$ cat src/rtl/slave_spi_4post.sv
// slave_spi_4post -- SPI mode-0 responder for the 16-bit board link.
//
// Oversamples the asynchronous CS/SCK/MOSI pins in the CLK domain. Each frame
// shifts in one 16-bit word MSB first and shifts out the reply word that was
// captured from TX_W at frame start.
//
// Ports:
//   CLK, RST        system clock, synchronous active-high reset
//   CS, SCK, MOSI   asynchronous SPI pins from the master (CS active-low)
//   MISO, MISO_OE   serial reply and its board tristate enable
//   TX_W            reply word, captured when CS falls
//   RX_W, RX_VALID  last complete received word, one-cycle update strobe
//   BUSY            frame in progress
//   FRAME_ERR       one-cycle strobe when CS rises before a full word arrives
module slave_spi_4post #(
    parameter int SYNC_STAGES = 2,
    parameter int WORD_W      = 16
) (
    input  logic              CLK,
    input  logic              RST,
    input  logic              CS,
    input  logic              SCK,
    input  logic              MOSI,
    output logic              MISO,
    output logic              MISO_OE,
    input  logic [WORD_W-1:0] TX_W,
    output logic [WORD_W-1:0] RX_W,
    output logic              RX_VALID,
    output logic              BUSY,
    output logic              FRAME_ERR
);

    localparam int CNT_W = $clog2(WORD_W + 1);

    typedef enum logic [1:0] {IDLE, SHIFT, WAIT_END} state_t;

    logic [SYNC_STAGES-1:0] cs_sync, sck_sync, mosi_sync;
    logic                   cs_prev, sck_prev;
    // Marks which synchronizer stages hold real pin samples since reset.
    logic [SYNC_STAGES-1:0] vld_pipe;
    // Set once CS has genuinely been seen high; a frame already running when
    // reset lifts must not be mistaken for a fresh CS fall.
    logic                   armed;

    logic cs_s, sck_s, mosi_s;
    logic cs_fall, cs_rise, sck_rise, sck_fall;

    assign cs_s   = cs_sync[SYNC_STAGES-1];
    assign sck_s  = sck_sync[SYNC_STAGES-1];
    assign mosi_s = mosi_sync[SYNC_STAGES-1];

    assign cs_fall  =  cs_prev  & ~cs_s;
    assign cs_rise  = ~cs_prev  &  cs_s;
    assign sck_rise = ~sck_prev &  sck_s;
    assign sck_fall =  sck_prev & ~sck_s;

    always_ff @(posedge CLK) begin
        if (RST) begin
            cs_sync   <= '1;
            sck_sync  <= '0;
            mosi_sync <= '0;
            cs_prev   <= 1'b1;
            sck_prev  <= 1'b0;
            vld_pipe  <= '0;
            armed     <= 1'b0;
        end else begin
            cs_sync   <= {cs_sync[SYNC_STAGES-2:0], CS};
            sck_sync  <= {sck_sync[SYNC_STAGES-2:0], SCK};
            mosi_sync <= {mosi_sync[SYNC_STAGES-2:0], MOSI};
            cs_prev   <= cs_s;
            sck_prev  <= sck_s;
            vld_pipe  <= {vld_pipe[SYNC_STAGES-2:0], 1'b1};
            armed     <= armed | (vld_pipe[SYNC_STAGES-1] & cs_s);
        end
    end

    state_t            state;
    // MSB of the reply goes straight to MISO at frame start, so only the
    // remaining bits are held here.
    logic [WORD_W-2:0] tx_sh;
    logic [WORD_W-1:0] rx_sh;
    logic [CNT_W-1:0]  cnt;

    always_ff @(posedge CLK) begin
        if (RST) begin
            state     <= IDLE;
            tx_sh     <= '0;
            rx_sh     <= '0;
            cnt       <= '0;
            MISO      <= 1'b0;
            MISO_OE   <= 1'b0;
            RX_W      <= '0;
            RX_VALID  <= 1'b0;
            BUSY      <= 1'b0;
            FRAME_ERR <= 1'b0;
        end else begin
            RX_VALID  <= 1'b0;
            FRAME_ERR <= 1'b0;
            case (state)
                IDLE: begin
                    // SCK edges coinciding with the CS fall are dropped here.
                    if (armed && cs_fall) begin
                        tx_sh   <= TX_W[WORD_W-2:0];
                        rx_sh   <= '0;
                        cnt     <= '0;
                        MISO    <= TX_W[WORD_W-1];
                        MISO_OE <= 1'b1;
                        BUSY    <= 1'b1;
                        state   <= SHIFT;
                    end
                end
                SHIFT: begin
                    if (cs_rise) begin
                        MISO    <= 1'b0;
                        MISO_OE <= 1'b0;
                        BUSY    <= 1'b0;
                        state   <= IDLE;
                        // Word completed on the very cycle CS rose: still deliver it.
                        if (cnt == CNT_W'(WORD_W)) begin
                            RX_W     <= rx_sh;
                            RX_VALID <= 1'b1;
                        end else begin
                            FRAME_ERR <= 1'b1;
                        end
                    end else if (cnt == CNT_W'(WORD_W)) begin
                        RX_W     <= rx_sh;
                        RX_VALID <= 1'b1;
                        MISO     <= 1'b0;
                        state    <= WAIT_END;
                    end else if (sck_rise) begin
                        rx_sh <= {rx_sh[WORD_W-2:0], mosi_s};
                        cnt   <= cnt + CNT_W'(1);
                    end else if (sck_fall) begin
                        MISO  <= tx_sh[WORD_W-2];
                        tx_sh <= {tx_sh[WORD_W-3:0], 1'b0};
                    end
                end
                WAIT_END: begin
                    MISO <= 1'b0;
                    if (cs_rise) begin
                        MISO_OE <= 1'b0;
                        BUSY    <= 1'b0;
                        state   <= IDLE;
                    end
                end
                default: state <= IDLE;
            endcase
        end
    end

endmodule

$ cat config.mk
export PLATFORM = sky130hd
export DESIGN_NAME = slave_spi_4post
export DESIGN_NICKNAME = d
export VERILOG_FILES = /design/src/rtl/slave_spi_4post.sv
export SDC_FILE = /design/constraint.sdc
export NUM_CORES = 1
export LEC_CHECK = 0
export ABC_CLOCK_PERIOD_IN_PS = 5400
export BUFFER_PORTS_ARGS = -buffer_cell sky130_fd_sc_hd__clkbuf_2
export CORE_MARGIN = 2
export CORE_UTILIZATION = 42
export CTS_CLUSTER_DIAMETER = 40
export DETAILED_ROUTE_END_ITERATION = 10
export PLACE_DENSITY_LB_ADDON = 0.05
export SETUP_SLACK_MARGIN = 0.15
export SYNTH_ARGS = -nofsm -noshare
export SYNTH_HDL_FRONTEND = slang
export SYNTH_SLANG_ARGS = --single-unit
$ cat constraint.sdc
create_clock -name CLK -period 5.4 [get_ports CLK]
set_clock_uncertainty 0.05 [all_clocks]
set_input_delay 0 -clock CLK [delete_from_list [all_inputs] [get_ports CLK]]
set_output_delay 0 -clock CLK [all_outputs]
set_load 0.02 [all_outputs]
# Word-level counts from Yosys, hierarchy flattened
# Index checks and enable logic that the tools add are counted.
# totals
regBits	69
input_bits	21
out_inout_bits	21
word_cells	91
# op_classes
addsub	1
eq_ne	14
n_mux	33
bitwise_logic	12
reduce_logical	14
# ops
operator	count
15-bit 2-to-1 mux	5
16-bit 2-to-1 mux	4
16-bit case mux with 2 select lines	1
15-bit case mux with 2 select lines	1
5-bit 2-to-1 mux	4
2-bit inequality test (second input constant)	7
1-bit 2-to-1 mux	10
5-bit case mux with 2 select lines	1
2-bit 2-to-1 mux	4
4-bit inequality test (second input constant)	2
1-bit inverter	6
2-bit case mux with 3 select lines	1
3-bit AND reduction	2
6-bit AND reduction	1
5-bit by 1-bit adder with 5-bit output (second input constant)	1
1-bit AND	5
5-bit equality test (second input constant)	1
5-bit AND reduction	1
4-bit AND reduction	1
2-bit nonzero test	2
2-bit OR reduction	2
3-bit inequality test (second input constant)	1
1-bit case mux with 3 select lines	1
3-bit nonzero test	1
9 further kinds	9

# Depth between registers and ports, before layout
# depth
ltp_word	7
ltp_mapped	9
depth_no_buf	6

# Worst setup path after synthesis
# OpenSTA, ideal clock, no wires.
# synth_timing
kind	reg-to-reg
start	reg state[1]
end	reg rx_sh[10]
t_arrival_ns	1.615
path_slack_ns	3.677
path_stages_with_launch	10
path_buffers	3
path_cell_list	dfxtp_1 -> inv_1 -> ha_1 -> buf_4 -> nor2b_1 -> a21bo_1 -> buf_6 -> a21oi_4 -> buf_6 -> a22o_1
# synth_via
elab_chain_cells	3
word_cells_on_any_way	9
cone_classes	eq/ne: 5; mux: 1; reduce/logical: 3
# synth_rtl
item	line	source
start: declaration	77	state_t state;
start signal: assignment	86	state <= IDLE;
start signal: assignment	109	state <= SHIFT;
start signal: assignment	117	state <= IDLE;
2-bit by 1-bit equality test with 1-bit output / 2-bit zero test (equally long branches)	99	case (state)
2-bit inequality test (no line) / 2-bit nonzero test (equally long branches)	-	
5-bit AND reduction (no line)	-	
end signal: assignment	131	rx_sh <= {rx_sh[WORD_W-2:0], mosi_s};
end: declaration	81	logic [WORD_W-1:0] rx_sh;
# Parallel ways exist; a longest one is shown, timed or not.
# A chain may end at the register's enable or synchronous reset.

# Final worst setup path
# layout_timing
start	reg state[1]
end	reg tx_sh[11]
# layout_via
elab_chain_cells	3
word_cells_on_any_way	10
cone_classes	eq/ne: 6; mux: 1; reduce/logical: 3
# layout_rtl
item	line	source
2-bit by 1-bit equality test with 1-bit output / 2-bit zero test (equally long branches)	99	
2-bit inequality test (no line) / 2-bit nonzero test (equally long branches)	-	
6-bit AND reduction (no line)	-	
end signal: assignment	103	tx_sh <= TX_W[WORD_W-2:0];
end signal: assignment	135	tx_sh <= {tx_sh[WORD_W-3:0], 1'b0};
end: declaration	80	logic [WORD_W-2:0] tx_sh;
# Parallel ways exist; a longest one is shown, timed or not.

==> results.md <==
* Synth warn at 0
* Leading cell type in the layout, fill and taps excluded: dfxtp_1
* Synth area leader: dfxtp_1
* Initial antenna violation count at 0
* Nets@finish at 358
* Postcts setup bufs at 0
* Max-slew headroom at 52.17%
* Final GP Congestion at 0.8036
* Root Driver: clkbuf_8
* Mapped Nets at 305
* #FFs+latches synth at 69
* Crit path cell chain: inv_1 -> ha_1 -> buf_4 -> nor2b_1 -> a21bo_1 -> and2_1 -> a211oi_1
* GR Util met3 at 5.837%
* CTS tree: yes
* CP Launch Type: flip-flop
* Core area at 0.006350 sq mm
* Async S/R FF share, synth at 0%
* Post-synthesis adder-cell area fraction at 2.257%
* Hold path cells at 3
* Max-cap violations at 0
* CTS Buf Count at 9
* Critical path buffers and inverters at 2
* CP Max Fanout at 28
* Antenna-violating nets left at 0
* CP Capture Type: flip-flop
* CP max stage cell: and2_1
* Met1 Usage GRT at 18.71%
* Achievable Freq at 0.3691 GHz
* Global Route met2 Usage at 25.64%
* Area of all sequential standard cells at 0.001381 sq mm
* I/O pins at 42
* Final setup viols at 0
* Initial Utilization at 43.65%
* Maximum VDD drop at 0.1800 mV
* # clock sinks at 69
* Stages on worst setup path at 7
* Footprint of the multi-input gates at 0.001227 sq mm
* Worst-Margin Slew at 717.5 ps
* Congestion Overflow GR at 0
* Routed vias at 2122
* Final critical-path share of the clock period at 50.17%
* Fin crit period at 2709 ps
* Lkg Pwr at 1.296 nW
* Drt drc at 0
* Synthesis-to-layout area growth at 23.61%
* Library cells used by synthesis at 40
* Die width at 85.23 microns
* Final Slew Violations at 0
* Post-Synthesis Cells at 279
* Final Hold Fails at 0
* H-Tree Depth at 3
* Post-DR wirelength/cell at 12.77 microns
* Setup_tns at 0 ps
* CTS clk-pin slew, worst paths at 70 ps
* Hold slack at 28.46 ps
* Crit-path leading delay family: simple AND/OR/NAND/NOR gates
* HP Class: input pin to flip-flop
* Design area at 0.003426 sq mm
* WS Path Type: flip-flop to flip-flop
* Later-pin clock latency in the skew report at 340 ps
* Layout cells sized above 1 at 23.74%
* Detailed placement HPWL at 3259 microns
* WP data required at 5540 ps
* Port-buffer cells at 41
* Fill cell count at 616
* Commonest non-fill, non-tap cells in the layout: dfxtp_1, clkbuf_2, a21oi_1, nand2_1, dlygate4sd3_1
* RSZ-0062 raised after global routing: no
* XOR/XNOR Fraction of Synth Area at 0%
* Layer with the highest usage: met2
* Largest family of logic cells by synthesized area: compound AO/OA/AOI/OAI gates
* Site Rows at 29
* Largest net degree at the start of global routing at 51
* Pwr/cell area at 330.7 mW/mm^2
* DIE AREA at 0.007264 sq mm
* Simple-gate share of the synthesized area at 12.91%
* Placed Area at 0.002974 sq mm
* # diodes at 0
* Drt total wl at 5287 microns
* EDFF count, synth at 0
* Synth Area in Compound Gates at 23.66%
* Share of the synthesized area in the top cell type at 49.84%
* CTS max path bufs at 2
* Worst path max stage delay at 700 ps
* Top post-synthesis cells by area: dfxtp_1, a21oi_1, a22o_1, mux2i_1, nand2_1
* Reg2Reg Depth at 7
* First-pass GRT wire length at 8990 microns
* DRT iter0 DRCs at 59
* Sequential share of the synthesized area at 49.84%
* Global Route Usage Sum at 15.73%
* Post-synthesis mux area share at 5.463%
* TritonRoute pass-1 iters at 4
* Vias in the first global route at 1967
* Die Y at 85.23 microns
* Post-CTS sizing at 0
* Via density at 5.126
* Syn Area/Cell at 9.933 sq um
* Arrival @ worst endpoint at 2850 ps
* Mapped Area at 0.002771 sq mm
* Outcome: finished, final reports clean
* Post-synth top flop: dfxtp_1
registers in the layout, summed over array words and instances (netlist names), 2 cells and up:
register / flops
RX_W: 16
cnt: 5
cs_sync: 2
mosi_sync: 2
rx_sh: 16
sck_sync: 2
state: 2
tx_sh: 15
vld_pipe: 2
path summary, 6_finish.rpt:
path | from | slack, ps | end
worst max register to register | state[1]$_SDFFE_PP0P_ | 2690 | tx_sh[11]$_SDFFE_PP0P_
worst max-delay path | state[1]$_SDFFE_PP0P_ | 2690 | tx_sh[11]$_SDFFE_PP0P_
worst min register to register | cs_sync[0]$_SDFF_PP1_ | 360 | cs_sync[1]$_SDFF_PP1_
worst min-delay path | TX_W[0] | 30 | tx_sh[0]$_SDFFE_PP0P_
cells in the mapped netlist (3+ instances only):
library cell,instances
o21ai_0,6
nand2b_1,4
inv_1,11
nand3_1,4
mux2i_1,14
a211oi_2,10
dfxtp_1,69
or2_2,3
a22o_1,17
clkbuf_1,7
nand2_1,35
ha_1,5
nor2_1,7
a311oi_1,3
a211oi_1,5
a21oi_1,35
buf_6,4
nor2b_1,7
buf_2,7
repair_timing:
item | CTS | global route
endpoints found under the hold margin | 17 | 1
hold buffers | 17 | 1
setup endpoints to repair | 0 | 0
per-stage QoR:
stage	instances	setup WS, ps	utilization [%]	power, mW
finish	414	2691	53.95	1.133
global route	414	2449	53.95	1.177
CTS	413	2660	53.79	1.149
detailed placement	380	2700	46.84	0.5764
global placement	380	2729	46.84	0.5765
floorplan	279	3677	-	0.5636
where the power goes:
group	switching [mW]	internal [mW]
Sequential	0.00379	0.516
Clock	0.193	0.366
Combinational	0.0281	0.0262
per-layer routing:
layer  vias up  share of wire [%]
met5         -                  0
met4         0               0.81
met3         2                3.7
met2        47                 47
met1       975                 48
li1       1098                  -
final cells by class:
type | instances | share of cell area [%]
multi-input combinational | 179 | 35.83
clock buffer | 10 | 4.018
tap | 77 | 2.812
clock inverter | 6 | 3.908
inverter | 11 | 1.205
timing repair buffer | 62 | 11.91
sequential | 69 | 40.32
kinds of logic (layout without fill, tap and decap cells):
group / Yosys count / in the layout
flip-flops: 69 / 69
AND/OR/NAND/NOR: 71 / 71
buffers and inverters: 31 / 89
AO/OA/AOI/OAI: 88 / 88
adder cells (fa/ha/maj): 5 / 5
multiplexers: 15 / 15
worst min-delay path, stage by stage:
cell and delay [ps]:
clkbuf_2 80, nor3b_1 120, o21a_1 170
Note: power is estimated with default switching activity, not from simulation.
